$ cat config.mk
export PLATFORM = sky130hd
export DESIGN_NAME = wide_add_seq
export DESIGN_NICKNAME = d
export VERILOG_FILES = /design/src/rtl/wide_add_seq.sv
export SDC_FILE = /design/constraint.sdc
export NUM_CORES = 1
export LEC_CHECK = 0
export CORE_MARGIN = 2
export CORE_UTILIZATION = 53
export CTS_CLUSTER_DIAMETER = 100
export DETAILED_ROUTE_END_ITERATION = 7
export PLACE_DENSITY_LB_ADDON = 0.12
export SYNTH_ARGS = -nofsm -noshare
export SYNTH_HDL_FRONTEND = slang
export SYNTH_SLANG_ARGS = --single-unit
$ cat constraint.sdc
create_clock -name clk -period 6.2 [get_ports clk]
set_input_delay 0.62 -clock clk [delete_from_list [all_inputs] [get_ports clk]]
set_output_delay 0.62 -clock clk [all_outputs]
set_load 0.01 [all_outputs]
$ cat src/rtl/wide_add_seq.sv
// Multi-cycle WIDTH-bit adder reusing one 16-bit carry-select slice, LSB slice first.
// Optional subtract support is enabled with the WADD_SUB_EN macro.
module wide_add_seq #(
   parameter int unsigned WIDTH = 64
) (
   input  logic             clk,
   input  logic             rst,
   input  logic             in_valid,
   output logic             in_ready,
   input  logic [WIDTH-1:0] a,
   input  logic [WIDTH-1:0] b,
   input  logic             cin,
`ifdef WADD_SUB_EN
   input  logic             sub,
`endif
   output logic             out_valid,
   input  logic             out_ready,
   output logic [WIDTH-1:0] sum,
   output logic             cout,
   output logic             ovf,
   output logic             busy
);

   localparam int unsigned SLICE_W = 16;
   localparam int unsigned NSLICE  = WIDTH / SLICE_W;
   localparam int unsigned CNT_W   = (NSLICE > 1) ? $clog2(NSLICE) : 1;
   localparam logic [CNT_W-1:0] LAST = CNT_W'(NSLICE - 1);

   typedef enum logic [1:0] {S_IDLE, S_RUN, S_DONE} state_t;

   state_t state_q, state_d;
   logic   accept;

   logic [CNT_W-1:0]                cnt_q;
   logic                            carry_q;
   logic [NSLICE-1:0][SLICE_W-1:0]  a_q, b_q, sum_q;
   logic                            cin_q;
`ifdef WADD_SUB_EN
   logic                            sub_q;
`endif
   logic cout_q, ovf_q, out_valid_q, in_ready_q, busy_q;

   logic [SLICE_W-1:0] sa, sb, slice_s;
   logic               sc, slice_c, slice_v;
   logic [8:0]         lo, hi0, hi1, hi;

   // Operand slice selection and carry-select slice adder
   always_comb begin
      sa = a_q[cnt_q];
      sb = b_q[cnt_q];
      sc = (cnt_q == '0) ? cin_q : carry_q;
`ifdef WADD_SUB_EN
      if (sub_q) begin
         sb = ~sb;
         if (cnt_q == '0) sc = 1'b1;
      end
`endif
      lo      = {1'b0, sa[7:0]} + {1'b0, sb[7:0]} + 9'(sc);
      hi0     = {1'b0, sa[15:8]} + {1'b0, sb[15:8]};
      hi1     = hi0 + 9'd1;
      hi      = lo[8] ? hi1 : hi0;
      slice_s = {hi[7:0], lo[7:0]};
      slice_c = hi[8];
      // Signed overflow: operands agree in sign but the result does not
      slice_v = (sa[15] == sb[15]) && (slice_s[15] != sa[15]);
   end

   // Next-state logic
   always_comb begin
      state_d = state_q;
      accept  = 1'b0;
      case (state_q)
         S_IDLE: begin
            if (in_valid && in_ready_q) begin
               accept  = 1'b1;
               state_d = S_RUN;
            end
         end
         S_RUN: begin
            if (cnt_q == LAST) state_d = S_DONE;
         end
         S_DONE: begin
            if (out_ready) state_d = S_IDLE;
         end
         default: state_d = S_IDLE;
      endcase
   end

   // State, handshake flags and result datapath
   always_ff @(posedge clk) begin
      if (rst) begin
         state_q     <= S_IDLE;
         cnt_q       <= '0;
         carry_q     <= 1'b0;
         sum_q       <= '0;
         cout_q      <= 1'b0;
         ovf_q       <= 1'b0;
         out_valid_q <= 1'b0;
         busy_q      <= 1'b0;
         in_ready_q  <= 1'b1;
      end else begin
         state_q     <= state_d;
         in_ready_q  <= (state_d == S_IDLE);
         busy_q      <= (state_d != S_IDLE);
         out_valid_q <= (state_d == S_DONE);
         if (accept) cnt_q <= '0;
         if (state_q == S_RUN) begin
            sum_q[cnt_q] <= slice_s;
            carry_q      <= slice_c;
            if (cnt_q == LAST) begin
               cnt_q  <= '0;
               cout_q <= slice_c;
               ovf_q  <= slice_v;
            end else begin
               cnt_q <= CNT_W'(cnt_q + 1'b1);
            end
         end
      end
   end

   // Operand capture on accept
   always_ff @(posedge clk) begin
      if (accept) begin
         a_q   <= a;
         b_q   <= b;
         cin_q <= cin;
`ifdef WADD_SUB_EN
         sub_q <= sub;
`endif
      end
   end

   assign in_ready  = in_ready_q;
   assign out_valid = out_valid_q;
   assign busy      = busy_q;
   assign sum       = sum_q;
   assign cout      = cout_q;
   assign ovf       = ovf_q;

endmodule

# Word-level counts from Yosys, hierarchy flattened
# Index checks and enable logic that the tools add are counted.
[classes] muxes=18 eq_ne=6 addsub=5 magnitude_cmp=2 n_reduce_logical=9
[ops] operator="$bmux 16 s2" n=2
[ops] operator="$bwmux 64" n=1
[ops] operator="$mux 16" n=3
[ops] operator="$demux 16 s2" n=1
[ops] operator="$add 8x8->9" n=2
[ops] operator="$mux 2" n=6
[ops] operator="$add 9x1->9" n=1
[ops] operator="$add 9x1->9 const B" n=1
[ops] operator="$mux 9" n=1
[ops] operator="$eq 2x2->1 const B" n=3
[ops] operator="$logic_not 2->1" n=3
[ops] operator="$pmux 2 s3" n=1
[ops] operator="$reduce_bool 2->1" n=2
[ops] operator="$logic_and 1x1->1" n=3
[ops] operator="$lt 2x3->1 const B" n=1
[ops] operator="$mux 1" n=3
[ops] operator="$add 2x1->2 const B" n=1
[ops] operator="$eq 2x1->1 const B" n=1
[ops] operator="$ge 2x1->1 const B" n=1
[ops] operator="$reduce_and 2->1" n=1
[ops] operator="$eq 1x1->1" n=1
[ops] operator="$ne 1x1->1" n=1
[totals] reg_bits=203 input_bits=133

# Longest topological paths before layout
# Gate-level depths: netlist (run 1).
[logic_depth] word_depth=7 mapped_depth=14 depth_no_buf=12

# Least setup slack after synthesis (run 1)
# OpenSTA, ideal clock, no wires.
[synth_path] path_type="reg2reg" startpoint="register cnt_q[0]" endpoint="register sum_q, in the netlist sum[30]" n_path_buf=2 t_arrival_ns=3.802 slack_ns=2.264 stages_incl_launch_ff=15 cell_sequence="dfxtp_1 > clkbuf_1 > buf_1 > inv_1 > ha_1 > mux2_2 > fa_1 > fa_1 > a21o_1 > o21ai_1 > a21oi_1 > and4_2 > nand3_1 > xor2_1 > a211oi_1"
[synth_between] elab_chain_cells=6 elab_cells_between_ends=17 cone_classes="add/sub: 4; order compare: 2; mux: 9; reduce/logical: 2"
[synth_rtl] item="start, declared" line="34" rtl="logic [CNT_W-1:0] cnt_q;"
[synth_rtl] item="start signal, assigned" line="115" rtl="cnt_q <= CNT_W'(cnt_q + 1'b1);"
[synth_rtl] item="$bmux 16 s2, on equally long branches" line="49, 50"
[synth_rtl] item="$mux 16, on equally long branches" line="49, 50"
[synth_rtl] item="$add 8x8->9, on equally long branches" line="59, 58"
[synth_rtl] item="$add 9x1->9, on equally long branches" line="60, 58"
[synth_rtl] item="$mux 9" line="61" rtl="hi = lo[8] ? hi1 : hi0;"
[synth_rtl] item="$bwmux 64 *" line="108" rtl="sum_q[cnt_q] <= slice_s;"
[synth_rtl] item="end signal, assigned by index" line="108"
[synth_rtl] item="end, declared" line="36" rtl="logic [NSLICE-1:0][SLICE_W-1:0] a_q, b_q, sum_q;"
# Every way passes the cells marked *; elsewhere a longest branch is shown, timed or not. The select of a mux whose other input is x is not followed.
# A chain may end at the register's enable or synchronous reset.

# Worst setup path in the final report (run 1)
[layout_path] startpoint="register cnt_q[0]" endpoint="register sum_q, in the netlist sum[14]"
# The elaborated chain is that of the path after synthesis.

==> results of run 1 <==
==> metrics by stage <==
| step | area (sq um) | util [%] |
|---|---|---|
| final | 11000 | 72.3 |
| after CTS | 11000 | 72.3 |
| after global placement | 10400 | 68.3 |
| after floorplan | 8200 | - |
| after detailed placement | 10400 | 68.3 |
| after global routing | 11000 | 72.3 |
==> placed cells by master, fill, tap and decap left out, types with 2 or more instances in the layout <==
master	netlist	final
clkdlybuf4s50_1	0	200
edfxtp_1	129	129
nand2_1	81	81
dfxtp_1	74	72
a21oi_1	47	47
nor2_1	38	38
mux4_2	32	32
a211oi_1	28	28
clkbuf_16	0	21
ha_1	20	20
nand3_1	9	9
nand3b_1	9	9
xnor2_1	9	9
inv_1	7	6
nor3_1	6	6
clkinv_2	0	6
o21ai_0	4	4
o311ai_0	4	4
clkbuf_1	28	4
nand2b_1	3	3
o21a_1	3	3
o21bai_1	3	3
a21o_1	3	3
and2_1	3	3
xor2_1	3	3
and2_0	3	3
fa_1	3	3
clkbuf_2	0	3
buf_4	0	3
a31oi_1	2	2
a211oi_4	2	2
o21ai_1	2	2
o2111a_1	2	2
or3_1	2	2
or4_1	2	2
dfxtp_2	0	2
==> final timing paths <==
kind	start	end	slack, ns	depth (start not counted)
worst max-delay path	cnt_q[0]	sum[14]	2.11	12
worst min register to register	sum[38]	sum[38]	0.46	2
worst max register to register	cnt_q[0]	sum[14]	2.11	12
worst min-delay path	sum[38]	sum[38]	0.46	2
==> power breakdown <==
group	switching (W)	internal (W)	leakage, nW
registers	0.0000433	0.00154	1.82
clock network	0.000484	0.000630	0.304
logic	0.000355	0.000298	1.56
==> logic make-up (layout without fill, tap and decap cells) <==
| family | after synthesis | in the layout | share of synthesized area (%) |
|---|---|---|---|
| adder cells (fa/ha/maj) | 23 | 23 | 3.78 |
| buffers and inverters | 39 | 247 | 1.81 |
| multiplexers | 34 | 34 | 9.04 |
| flip-flops | 203 | 203 | 65.3 |
| AO/OA/AOI/OAI | 113 | 113 | 9.56 |
| AND/OR/NAND/NOR | 163 | 163 | 9.04 |
| XOR/XNOR | 13 | 13 | 1.48 |
==> worst min-delay path: stages, from the launching register on <==
cell	delay, ns
dfxtp_1	0.31
nand2_1	0.05
a21oi_1	0.05
==> final cells by class <==
| type | count | area [sq um] |
|---|---|---|
| timing repair buffer | 204 | 2030 |
| inverter | 7 | 28.8 |
| clock buffer | 28 | 556 |
| multi-input combinational | 346 | 2700 |
| fill | 1018 | 4190 |
| sequential | 203 | 5360 |
| clock inverter | 8 | 46.3 |
| tap | 188 | 235 |
==> flip-flops by register name, indices dropped and copies added, names as in the netlist <==
register   flops
carry_q        1
cout           1
state_q        2
b_q           64
busy           1
cin_q          1
ovf            1
sum           64
cnt_q          2
in_ready       1
a_q           64
out_valid      1
==> routing by layer <==
layer	vias to the layer above	wire, microns	global-route usage, %
met5	-	12	0
met4	2	253	4.85
met3	26	1300	3.49
met2	248	8890	37.9
met1	2629	7830	30.7
li1	2603	-	-
==> qor.yml, run 1 <==
grt_pass1_wl_microns: 28700
place_ws_ns: 2.00
gp_congestion: 0.846
initial_core_util_pct: 54.2
power_w: 0.00335
dieHeight_microns: 128
grt_max_degree: 84
min_path_type: "flop to flop"
cts_sinks: 203
insertion_delay_ns: 0.48
start_kind: "flop"
ir_drop_mv: 0.181
finalCritPeriodShare_pct: 65.9
skew_ns: 0.00891
path_cells: "inv_1 > ha_1 > mux2_2 > fa_1 > fa_1 > a21o_1 > o21ai_1 > a21oi_1 > and4_2 > nand3_1 > xor2_1 > a211oi_1"
layout_min_cycle_time_ns: 4.09
wirelength_microns: 18300
post_cts.repair.setup_buffers: 0
yosysSeqAreaShare_pct: 65.3
setup_ws_ns: 2.11
netlist_instances: 588
wl_per_cell_microns: 18.6
synthTopCellsByArea: "edfxtp_1, dfxtp_1, mux4_2"
synth-edff-count: 129
crit_type: "flop to flop"
stdcell_count: 984
drt_iter0_drc: 411
dp.cells: 948
synth_most_common_cell: "edfxtp_1"
cts_tree: "yes"
crit_path_end_kind: "flop"
cts.path.max_buffers: 3
rows: 45
yosysTopAreaCellShare_pct: 47.2
layout.nets: 938
die_w_microns: 128
hpwlAfterDp_microns: 13100
max_cap_violations: 0
netlist_top_cells_count: "edfxtp_1, nand2_1, dfxtp_1"
synth.net_count: 744
relSlewSlack_pct: 15.6
maxSlewViolCount: 0
cts_buffers: 20
fmax_ghz: 0.245
die_area_sq_um: 16500
path_buf_inv: 1
ys_ff_latch: 203
cpMaxStageDelayCell: "dfxtp_2"
power.density_nw_per_um2: 306
overflow: 0
postSynthAreaPerCell_sq_um: 14.0
synth_top_flop_cell: "edfxtp_1"
htree_levels: 1
antenna_found_initial: 1
coreArea_sq_um: 15100
areaGrowthSynthToFinish_pct: 33.5
grt_usage_pct: 22.2
ctsResizeCount: 0
status: "completed"
ys_types: 55
arrival_ns: 4.41
final-setup-viol-count: 0
hold_ws_ns: 0.458
hold_violations: 0
async_flop_share_pct: 0
port_buffers: 201
max_stage_delay_ns: 0.91
rsz0062_at_grt: "no"
grt_pass1_vias: 5587
cp_max_fo: 28
clk_pin_slew_ns: 0.06
antennaDiodeCount: 0
via_count: 5508
drc: 0
ys_warn_count: 0
cp_common_cell: "fa_1"
viasPerCell: 5.60
io_pins: 202
antenna_left: 0
critical_path.top_delay_family: "adder cells"
setup_tns_ns: 0
syn_area_sq_um: 8200
drive_gt1_share_pct: 10.4
cts_root_buf: "clkbuf_16"
p_leak_nw: 3.69
yosys.area.top_type: "edfxtp_1"
cp.required_ns: 6.52
cts.hold.buffers_added: 0
dr.pass1.iters: 7
worst_slew_pin_slew_ns: 1.26
No activity file was read; power rests on OpenSTA's default activity.
==> run 2, diff against run 1 <==
--- a/config.mk
+++ b/config.mk
@@ -6,7 +6,7 @@
 export NUM_CORES = 1
 export LEC_CHECK = 0
 export CORE_MARGIN = 2
-export CORE_UTILIZATION = 53
+export CORE_UTILIZATION = 45
 export CTS_CLUSTER_DIAMETER = 100
 export DETAILED_ROUTE_END_ITERATION = 7
 export PLACE_DENSITY_LB_ADDON = 0.12
==> constraint.sdc (replaced) <==
create_clock -name clk -period 3.3 [get_ports clk]
set_input_delay 0.33 -clock clk [delete_from_list [all_inputs] [get_ports clk]]
set_output_delay 0.33 -clock clk [all_outputs]
set_load 0.01 [all_outputs]
==> run 2 against run 1 <==
Compared with the run above: combinational power up 120%; sequential share of layout area down 1.8 points; non-clock buffer count up 27; clock power up 95%; flip-flop and latch count unchanged; die area up 17%; global-route usage down 2.7 points; first-iteration DRC count down 20%; worst hold slack worse by 0.081 ns; setup slack worse by 2.1 ns.
==> qor.yml, run 2 (synthesis results as in run 1) <==
status: "completed"
maxSlewViolCount: 0  # unchanged
crit_path_end_kind: "flop"
dpl_cell_area_sq_um: 10600  # +2.6%
dieHeight_microns: 139  # +8.3%
max_cap_violations: 0  # unchanged
place_ws_ns: -0.0621  # -2.06 ns
cts_tree: "yes"
antenna_left: 0  # unchanged
final_util_pct: 63.6  # -8.8 points
initial_core_util_pct: 45.8  # -8.3 points
wl_per_cell_microns: 18.0  # -3.3%
setup_ws_ns: 0.0624  # -2.05 ns
power_w: 0.00655  # +95%
final-setup-viol-count: 0  # unchanged
die_w_microns: 139  # +8.3%
grt_usage_pct: 19.5  # -2.7 points
cp_max_fo: 8  # -71%
cts_root_buf: "clkbuf_16"
ir_drop_mv: 0.365  # +100%
cts_sinks: 203  # unchanged
via_count: 5566  # +1.1%
hold_violations: 0  # unchanged
worst_slew_pin_slew_ns: 0.899  # -0.366 ns
viasPerCell: 5.29  # -5.6%
insertion_delay_ns: 0.51  # +0.03 ns
coreArea_sq_um: 17900  # +18%
areaGrowthSynthToFinish_pct: 38.7
rsz0062_at_grt: "yes"
layout_commonest_cell: "clkdlybuf4s50_1"
antennaDiodeCount: 0  # unchanged
layout_min_cycle_time_ns: 3.24  # -0.849 ns
cp.required_ns: 3.75  # -2.77 ns
gp_congestion: 0.798  # -5.8%
htree_levels: 1  # unchanged
finalCritPeriodShare_pct: 98.1  # +32 points
relSlewSlack_pct: 40.1  # +24 points
power.density_nw_per_um2: 575  # +88%
mostFrequentLayoutCells: "clkdlybuf4s50_1, edfxtp_1, nand2_1, dfxtp_1, a21oi_1"
fmax_ghz: 0.309  # +26%
cts_buffers: 21  # +5.0%
grt_max_degree: 130  # +55%
p_leak_nw: 3.84  # +4.1%
crit_type: "flop to flop"
drive_gt1_share_pct: 15.3  # +4.9 points
drt_iter0_drc: 328  # -20%
hold_ws_ns: 0.376  # -0.0814 ns
rows: 49  # +8.9%
hpwlAfterDp_microns: 13500  # +3.3%
cts.path.max_buffers: 3  # unchanged
layout.nets: 966  # +3.0%
arrival_ns: 3.69  # -0.72 ns
die_area_sq_um: 19300  # +17%
min_path_type: "input pin to flop"
antenna_found_initial: 0  # -1
grt_pass1_vias: 5603  # +0.29%
wirelength_microns: 18900  # +3.5%
drc: 0  # unchanged
start_kind: "flop"
clk_pin_slew_ns: 0.06  # about the same
io_pins: 202  # unchanged
overflow: 0  # unchanged
grt_pass1_wl_microns: 30000  # +4.5%
port_buffers: 201  # unchanged
dr.pass1.iters: 5  # -2
skew_ns: 0.0140  # +0.00508 ns
stdcell_area_sq_um: 11400  # +3.9%
-- run 2: cell types whose count changed in the layout (fill, tap and decap cells not counted), sizes merged --
cell and change:
clkinv -1, buf +27, clkinvlp +2
-- run 2: area by class of cell --
class                   instances  area (sq um)
well taps                     229           287
repair buffers                231          2270
multi-input cells             346          2810
flip-flops and latches        203          5360
clock inverters                 9          48.8
clock buffers                  28           573
inverters                       7          30.0
fillers                      1373          6520
-- run 2: repair_timing --
item | 4_1_cts | 5_1_grt
resized for setup | 6 | 17
buffers inserted | 4 | 2
pin swaps | 4 | 14
endpoints found under the setup margin | 7 | 32
hold buffers | 0 | 0
-- run 2: worst paths after layout --
kind / start / endpoint / depth (start not counted) / slack [ns]
max: cnt_q[0] / carry_q / 11 / 0.06
min reg2reg: sum[5] / sum[5] / 2 / 0.45
min: b[49] / b_q[49] / 1 / 0.38
max reg2reg: cnt_q[0] / carry_q / 11 / 0.06
-- run 2: routing by layer --
layer  vias up  global-route usage, %  wire length (microns)
met5         -                      0                      0
met4         0                   4.63                    241
met3        16                   3.87                   1300
met2       218                   31.1                   8790
met1      2674                   28.0                   8600
li1       2658                      -                      -
-- run 2: through the flow --
stage,TNS [ns],instances
detailed placement,-0.202,1010
finish,0,1053
global placement,0,1010
floorplan,0,588
CTS,0,1051
global route,-0.896,1053
-- run 2: where the power goes --
group	internal (W)	switching, W
sequential	0.00290	0.0000550
combinational	0.000685	0.000737
clock	0.00122	0.000954
-- run 2: critical path: stages (launching register included) --
cell      delay [ns]
dfxtp_4         0.37
buf_12          0.13
mux4_2          0.53
ha_4            0.19
fa_2            0.38
a211oi_4        0.31
o21ai_2         0.12
a211oi_4        0.27
o31ai_2         0.11
nand4b_4        0.20
or4_1           0.48
nand3_1         0.09
